===== src/rtl/fifo_pkg.sv =====
// fifo_pkg: shared types and pointer-wrap helper for the synchronous flag FIFO.
package fifo_pkg;

   typedef enum logic [1:0] {OP_IDLE, OP_PUSH, OP_POP, OP_BOTH} fifo_op_e;

   function automatic int ptr_inc(input int ptr, input int depth);
      return (ptr == depth - 1) ? 0 : ptr + 1;
   endfunction

endpackage


===== src/rtl/fifo_sync_mem.sv =====
// fifo_sync_mem: FIFO storage array, synchronous write port, asynchronous read port.
module fifo_sync_mem #(
   parameter int DEPTH = 8,
   parameter int WIDTH = 4,
   parameter int PTR_W = $clog2(DEPTH)
) (
   input  logic             clk,
   input  logic             FIFO_clr_n,
   input  logic             we,
   input  logic [PTR_W-1:0] wr_ptr,
   input  logic [WIDTH-1:0] data_in,
   input  logic [PTR_W-1:0] rd_ptr,
   output logic [WIDTH-1:0] data_out
);

   logic [WIDTH-1:0] mem [DEPTH];

   always_ff @(posedge clk or negedge FIFO_clr_n)
      if (!FIFO_clr_n)
         for (int i = 0; i < DEPTH; i++) mem[i] <= '0;
      else if (we)
         mem[wr_ptr] <= data_in;

   assign data_out = mem[rd_ptr];

endmodule


===== src/rtl/fifo_sync_flags.sv =====
// fifo_sync_flags: single-clock FWFT FIFO with full/empty, almost flags and sticky errors.
// Defining FIFO_WATERMARK_EN adds max_level, the peak occupancy since the last clear/flush.
module fifo_sync_flags
   import fifo_pkg::*;
#(
   parameter int FIFO_depth = 8,
   parameter int FIFO_width = 4,
   parameter int AF_THRESH  = 6,
   parameter int AE_THRESH  = 1,
   localparam int PTR_W = $clog2(FIFO_depth),
   localparam int CNT_W = $clog2(FIFO_depth + 1)
) (
   input  logic                  clk,
   input  logic                  FIFO_clr_n,
   input  logic                  FIFO_reset_n,
   input  logic [FIFO_width-1:0] data_in,
   input  logic                  push,
   input  logic                  pop,
   input  logic                  err_clr,
   output logic [FIFO_width-1:0] data_out,
   output logic [CNT_W-1:0]      count,
   output logic                  full,
   output logic                  empty,
   output logic                  almost_full,
   output logic                  almost_empty,
   output logic                  overflow,
   output logic                  underflow
`ifdef FIFO_WATERMARK_EN
   , output logic [CNT_W-1:0]    max_level
`endif
);

   localparam logic [CNT_W-1:0] FULL_C = CNT_W'(FIFO_depth);
   localparam logic [CNT_W-1:0] AF_C   = CNT_W'(AF_THRESH);
   localparam logic [CNT_W-1:0] AE_C   = CNT_W'(AE_THRESH);

   logic [PTR_W-1:0] wr_ptr, rd_ptr;
   logic [CNT_W-1:0] count_nxt;
   logic             push_ok, pop_ok;
   fifo_op_e         op;

   assign full         = count == FULL_C;
   assign empty        = count == '0;
   assign almost_full  = count >= AF_C;
   assign almost_empty = count <= AE_C;

   // Full never coincides with empty (depth >= 2), so a push beside a pop at full is safe.
   assign push_ok = push && (!full || pop);
   assign pop_ok  = pop && !empty;
   assign op      = fifo_op_e'({pop_ok, push_ok});

   always_comb begin
      count_nxt = (op == OP_PUSH) ? count + 1'b1 :
                  (op == OP_POP)  ? count - 1'b1 : count;
   end

   always_ff @(posedge clk or negedge FIFO_clr_n)
      if (!FIFO_clr_n) begin
         wr_ptr    <= '0;
         rd_ptr    <= '0;
         count     <= '0;
         overflow  <= 1'b0;
         underflow <= 1'b0;
      end else if (!FIFO_reset_n) begin
         wr_ptr    <= '0;
         rd_ptr    <= '0;
         count     <= '0;
         overflow  <= 1'b0;
         underflow <= 1'b0;
      end else begin
         if (push_ok) wr_ptr <= PTR_W'(ptr_inc(int'(wr_ptr), FIFO_depth));
         if (pop_ok) rd_ptr <= PTR_W'(ptr_inc(int'(rd_ptr), FIFO_depth));
         count     <= count_nxt;
         overflow  <= (overflow && !err_clr) || (push && !push_ok);
         underflow <= (underflow && !err_clr) || (pop && !pop_ok);
      end

`ifdef FIFO_WATERMARK_EN
   always_ff @(posedge clk or negedge FIFO_clr_n)
      if (!FIFO_clr_n)
         max_level <= '0;
      else if (!FIFO_reset_n)
         max_level <= '0;
      else if (count > max_level)
         max_level <= count;
`endif

   fifo_sync_mem #(.DEPTH(FIFO_depth), .WIDTH(FIFO_width), .PTR_W(PTR_W)) u_mem (
      .clk        (clk),
      .FIFO_clr_n (FIFO_clr_n),
      .we         (push_ok && FIFO_reset_n),
      .wr_ptr     (wr_ptr),
      .data_in    (data_in),
      .rd_ptr     (rd_ptr),
      .data_out   (data_out)
   );

endmodule

===== config.mk =====
export PLATFORM = sky130hd
export DESIGN_NAME = fifo_sync_flags
export DESIGN_NICKNAME = d
export VERILOG_FILES = /design/src/rtl/fifo_pkg.sv /design/src/rtl/fifo_sync_mem.sv /design/src/rtl/fifo_sync_flags.sv
export SDC_FILE = /design/constraint.sdc
export NUM_CORES = 1
export LEC_CHECK = 0
export BUFFER_PORTS_ARGS = -buffer_cell sky130_fd_sc_hd__buf_2
export CORE_MARGIN = 1
export CORE_UTILIZATION = 45
export DETAILED_ROUTE_END_ITERATION = 8
export GPL_ROUTABILITY_DRIVEN = 0
export SYNTH_ARGS = -nofsm -noshare
export SYNTH_HDL_FRONTEND = slang
export SYNTH_HIERARCHICAL = 1
export SYNTH_SLANG_ARGS = --single-unit
export TNS_END_PERCENT = 30

===== constraint.sdc =====
create_clock -name clk -period 2.4 [get_ports clk]
set_input_delay 0.72 -clock clk [delete_from_list [all_inputs] [get_ports clk]]
set_output_delay 0.72 -clock clk [all_outputs]
set_load 0.05 [all_outputs]

==> report_table.html <==
<table>
<tr><th>Metric</th><th>Value</th></tr>
<tr><th colspan="2">Synthesis</th></tr>
<tr><td>Avg Cell Area, Syn</td><td>13.4 um^2</td></tr>
<tr><td>Synth warnings</td><td>6</td></tr>
<tr><td>Number of instances in the synthesized netlist</td><td>179</td></tr>
<tr><td>Area fraction of the dominant cell type after synthesis</td><td>0.459</td></tr>
<tr><td>Top cells by area, synth</td><td>sky130_fd_sc_hd__dfrtp_1, sky130_fd_sc_hd__mux2_2, sky130_fd_sc_hd__mux4_1</td></tr>
<tr><td>Total nets after synthesis</td><td>197</td></tr>
<tr><td>Most used standard cells in the synthesized netlist</td><td>sky130_fd_sc_hd__dfrtp_1, sky130_fd_sc_hd__mux2_2, sky130_fd_sc_hd__nand2_1</td></tr>
<tr><td>Main flop type after synthesis</td><td>sky130_fd_sc_hd__dfrtp_1</td></tr>
<tr><td>Async set-or-reset flop fraction in the synthesized netlist</td><td>1.00</td></tr>
<tr><td>Number of flip-flops and latches in the synthesized netlist</td><td>44</td></tr>
<tr><td>Post-synthesis cell type count</td><td>35</td></tr>
<tr><td>Number of flops mapped to enable cells by yosys</td><td>0</td></tr>
<tr><td>Most numerous cell in the Yosys netlist</td><td>sky130_fd_sc_hd__dfrtp_1</td></tr>
<tr><td>Fraction of the yosys area taken by sequential cells</td><td>0.459</td></tr>
<tr><td>Combined area of all synthesized cells</td><td>2400 um^2</td></tr>
<tr><td>Largest area contributor in the netlist</td><td>sky130_fd_sc_hd__dfrtp_1</td></tr>
<tr><th colspan="2">Floorplanning</th></tr>
<tr><td>Core outline area</td><td>5110 um^2</td></tr>
<tr><td>Horizontal die dimension</td><td>75.0 um</td></tr>
<tr><td>Standard-cell rows</td><td>26</td></tr>
<tr><td>Die Outline Area</td><td>5630 um^2</td></tr>
<tr><td>Chip Height</td><td>75.0 um</td></tr>
<tr><td>Initial Util</td><td>0.470</td></tr>
<tr><td>Top-level port count</td><td>24</td></tr>
<tr><th colspan="2">Setup path</th></tr>
<tr><td>Worst-case register-to-register setup slack</td><td>200 ps</td></tr>
<tr><td>Biggest cell delay along the critical path</td><td>500 ps</td></tr>
<tr><td>Critical path cell sequence</td><td>buf_8, mux4_2, mux2_2, buf_6</td></tr>
<tr><td>Data arrival time of the worst path</td><td>1760 ps</td></tr>
<tr><td>Data required time of the critical path</td><td>1680 ps</td></tr>
<tr><td>R2R Path Start</td><td>count[0]$_DFFE_PN0P_</td></tr>
<tr><td>Crit-path max FO</td><td>5</td></tr>
<tr><td>Crit. End Element</td><td>output port</td></tr>
<tr><td>Crit path max-delay cell type</td><td>sky130_fd_sc_hd__mux4_2</td></tr>
<tr><td>Endpoint of the worst setup timing path</td><td>data_out[2]</td></tr>
<tr><td>Element type at the critical path start</td><td>register</td></tr>
<tr><td>Type of the worst setup path</td><td>reg -&gt; out</td></tr>
<tr><td>Startpoint of the most critical setup path</td><td>rd_ptr[0]$_DFFE_PN0P_</td></tr>
<tr><td>Cell count of the worst reg-to-reg path</td><td>8</td></tr>
<tr><td>Worst flop-to-flop path endpoint</td><td>u_mem/mem[16]$_DFFE_PN0P_</td></tr>
<tr><th colspan="2">Status</th></tr>
<tr><td>Violations in the final reports</td><td>setup timing</td></tr>
<tr><td>Outcome</td><td>complete, but fails checks</td></tr>
<tr><th colspan="2">STA</th></tr>
<tr><td>Final setup violation count</td><td>4</td></tr>
<tr><td>Highest clock rate</td><td>404 MHz</td></tr>
<tr><td>Final setup slack of the worst path</td><td>-75.5 ps</td></tr>
<tr><td>Slew at the pin closest to its max-slew limit</td><td>377 ps</td></tr>
<tr><td>Period Utilization, post-route</td><td>1.03</td></tr>
<tr><td>Setup repair after global routing missed its margin</td><td>yes</td></tr>
<tr><td>Final hold violation count</td><td>0</td></tr>
<tr><td>Minimum period implied by the final worst setup slack</td><td>2480 ps</td></tr>
<tr><td>Max-slew headroom</td><td>0.748</td></tr>
<tr><td>Max-slew violation count</td><td>0</td></tr>
<tr><td>Worst clock skew on the final layout</td><td>3.65 ps</td></tr>
<tr><th colspan="2">Final layout</th></tr>
<tr><td>Final cell area excluding filler cells</td><td>2800 um^2</td></tr>
<tr><td>Final Util</td><td>0.549</td></tr>
<tr><td>Number of nets in the layout</td><td>232</td></tr>
<tr><td>Area growth syn-to-layout</td><td>16.8%</td></tr>
<tr><td>Count of inserted antenna diode cells</td><td>0</td></tr>
<tr><td>Layout cell share with drive strength beyond 1</td><td>0.493</td></tr>
<tr><th colspan="2">Placement</th></tr>
<tr><td>Worst Setup Slack post-DPL</td><td>-29.4 ps</td></tr>
<tr><td>Post-placement cell area</td><td>2640 um^2</td></tr>
<tr><td>Detailed placement HPWL</td><td>3.60 mm</td></tr>
<tr><td>Number of buffer cells added on primary ports</td><td>23</td></tr>
<tr><th colspan="2">Clocking</th></tr>
<tr><td>Hold buffer count at CTS</td><td>0</td></tr>
<tr><td>Buffer type at the clock tree root</td><td>sky130_fd_sc_hd__clkbuf_8</td></tr>
<tr><td>TritonCTS Sinks</td><td>44</td></tr>
<tr><td>TritonCTS clock tree</td><td>built</td></tr>
<tr><td>Number of H-tree levels</td><td>2</td></tr>
<tr><td>Clk pin slew, worst setup/hold paths</td><td>80 ps</td></tr>
<tr><td>Clock latency on the worst-skew pair</td><td>290 ps</td></tr>
<tr><td>Maximum number of buffers from clock root to sink</td><td>2</td></tr>
<tr><td>Clock buffer count from CTS</td><td>5</td></tr>
<tr><th colspan="2">Pwr</th></tr>
<tr><td>Largest voltage drop on the vdd net</td><td>0.638 mV</td></tr>
<tr><td>Total power</td><td>3090 uW</td></tr>
<tr><td>Leakage</td><td>0.00130 uW</td></tr>
<tr><td>P per Cell Area</td><td>1100 nW/um^2</td></tr>
<tr><th colspan="2">Detailed routing</th></tr>
<tr><td>Number of remaining DRC errors</td><td>0</td></tr>
<tr><td>Vias</td><td>1610</td></tr>
<tr><td>First-pass iteration count of the detailed router</td><td>6</td></tr>
<tr><td>Wirelength, routed</td><td>4.93 mm</td></tr>
<tr><td>Final routed wire length divided by cell count</td><td>17.3 um</td></tr>
<tr><td>Number of vias per cell after detailed routing</td><td>5.65</td></tr>
<tr><td>Number of nets still failing antenna checks after routing</td><td>0</td></tr>
<tr><td>1st-iter DRT viols</td><td>46</td></tr>
<tr><th colspan="2">Global route</th></tr>
<tr><td>Global-route wire length before repair</td><td>8.13 mm</td></tr>
<tr><td>Number of antenna violations at the first check in global routing</td><td>0</td></tr>
<tr><td>Gr usage total</td><td>0.198</td></tr>
<tr><td>Number of global-route vias before repair</td><td>1669</td></tr>
<tr><td>Pin count of the biggest net entering global routing</td><td>19</td></tr>
<tr><td>Grt total ovfl</td><td>0</td></tr>
<tr><th colspan="2">Worst hold path</th></tr>
<tr><td>Min-delay worst type</td><td>in -&gt; async</td></tr>
<tr><th colspan="2">Flow run</th></tr>
<tr><td>Count of maximum capacitance violations</td><td>0</td></tr>
</table>
[report_power, final]
| group | total [uW] | internal [uW] | switching [uW] |
|---|---|---|---|
| Sequential | 1040 | 903 | 138 |
| Combinational | 1570 | 704 | 865 |
| Clock | 480 | 233 | 247 |
| Total | 3090 | 1840 | 1250 |
[routing by layer]
layer | track usage | share of wire
met1 | 0.234 | 0.42
met2 | 0.344 | 0.52
met3 | 0.0482 | 0.036
met4 | 0.0881 | 0.028
met5 | 0 | 0
[kinds of logic (layout without fill, tap and decap cells)]
group           Yosys count  after routing  share of synthesized area
compound gates           20             20                     0.0673
xor+xnor                  2              2                    0.00730
fa+ha+maj                 8              8                     0.0417
buf+inv                  14             50                     0.0323
flops                    44             44                      0.459
mux                      50             50                      0.282
simple gates             41             41                      0.110
[critical path, delay by kind of cell (launching register included)]
kind / cells / cell delay [ps]
mux: 2 / 790
flops: 1 / 390
buf+inv: 2 / 290
[registers in the layout (all words and copies together), names as in the netlist]
register	count
count	4
wr_ptr	3
u_mem/mem	32
overflow	1
rd_ptr	3
underflow	1
[worst min-delay path by stage]
stage / from / to / slack [ps]
after detailed placement: u_mem/mem[19]$_DFFE_PN0P_ / u_mem/mem[19]$_DFFE_PN0P_ / 490
after global placement: u_mem/mem[10]$_DFFE_PN0P_ / u_mem/mem[10]$_DFFE_PN0P_ / 480
after global routing: FIFO_clr_n / u_mem/mem[13]$_DFFE_PN0P_ / 310
final: FIFO_clr_n / count[3]$_DFFE_PN0P_ / 320
after floorplan: FIFO_clr_n / count[0]$_DFFE_PN0P_ / 420
after CTS: FIFO_clr_n / u_mem/mem[9]$_DFFE_PN0P_ / 320
[what timing repair did]
action                     CTS  global route
pin swaps                    0             0
setup endpoints to repair    5             6
resized for setup           24            12
buffers inserted             2             0
[cells in the final DEF, fill, tap and decap left out, types with 3 or more instances in the layout]
cell / instances
sky130_fd_sc_hd__a21oi_1: 7
sky130_fd_sc_hd__and4bb_2: 3
sky130_fd_sc_hd__buf_2: 17
sky130_fd_sc_hd__buf_4: 10
sky130_fd_sc_hd__buf_6: 6
sky130_fd_sc_hd__buf_8: 3
sky130_fd_sc_hd__clkbuf_8: 6
sky130_fd_sc_hd__dfrtp_1: 40
sky130_fd_sc_hd__dfrtp_2: 4
sky130_fd_sc_hd__ha_1: 8
sky130_fd_sc_hd__inv_1: 5
sky130_fd_sc_hd__mux2_2: 35
sky130_fd_sc_hd__mux2i_1: 5
sky130_fd_sc_hd__mux4_2: 8
sky130_fd_sc_hd__nand2_1: 9
sky130_fd_sc_hd__nand2b_1: 3
sky130_fd_sc_hd__nand4b_1: 4
sky130_fd_sc_hd__nor2_1: 7
[through the flow]
step                      setup TNS (ps)  instances  hold slack (ps)
final                               -261        285              324
after CTS                           -336        285              320
after global routing                -512        285              315
after floorplan                        0        179              424
after global placement                 0        275              483
after detailed placement           -68.8        275              489
[layout make-up]
class | count | area (um^2)
clock buffer | 6 | 82.6
timing repair buffer | 36 | 273
fill | 438 | 2310
clock inverter | 2 | 15.0
inverter | 6 | 22.5
multi-input combinational | 121 | 1210
sequential | 44 | 1110
tap | 70 | 87.6
Note: power is estimated with default switching activity, not from simulation.
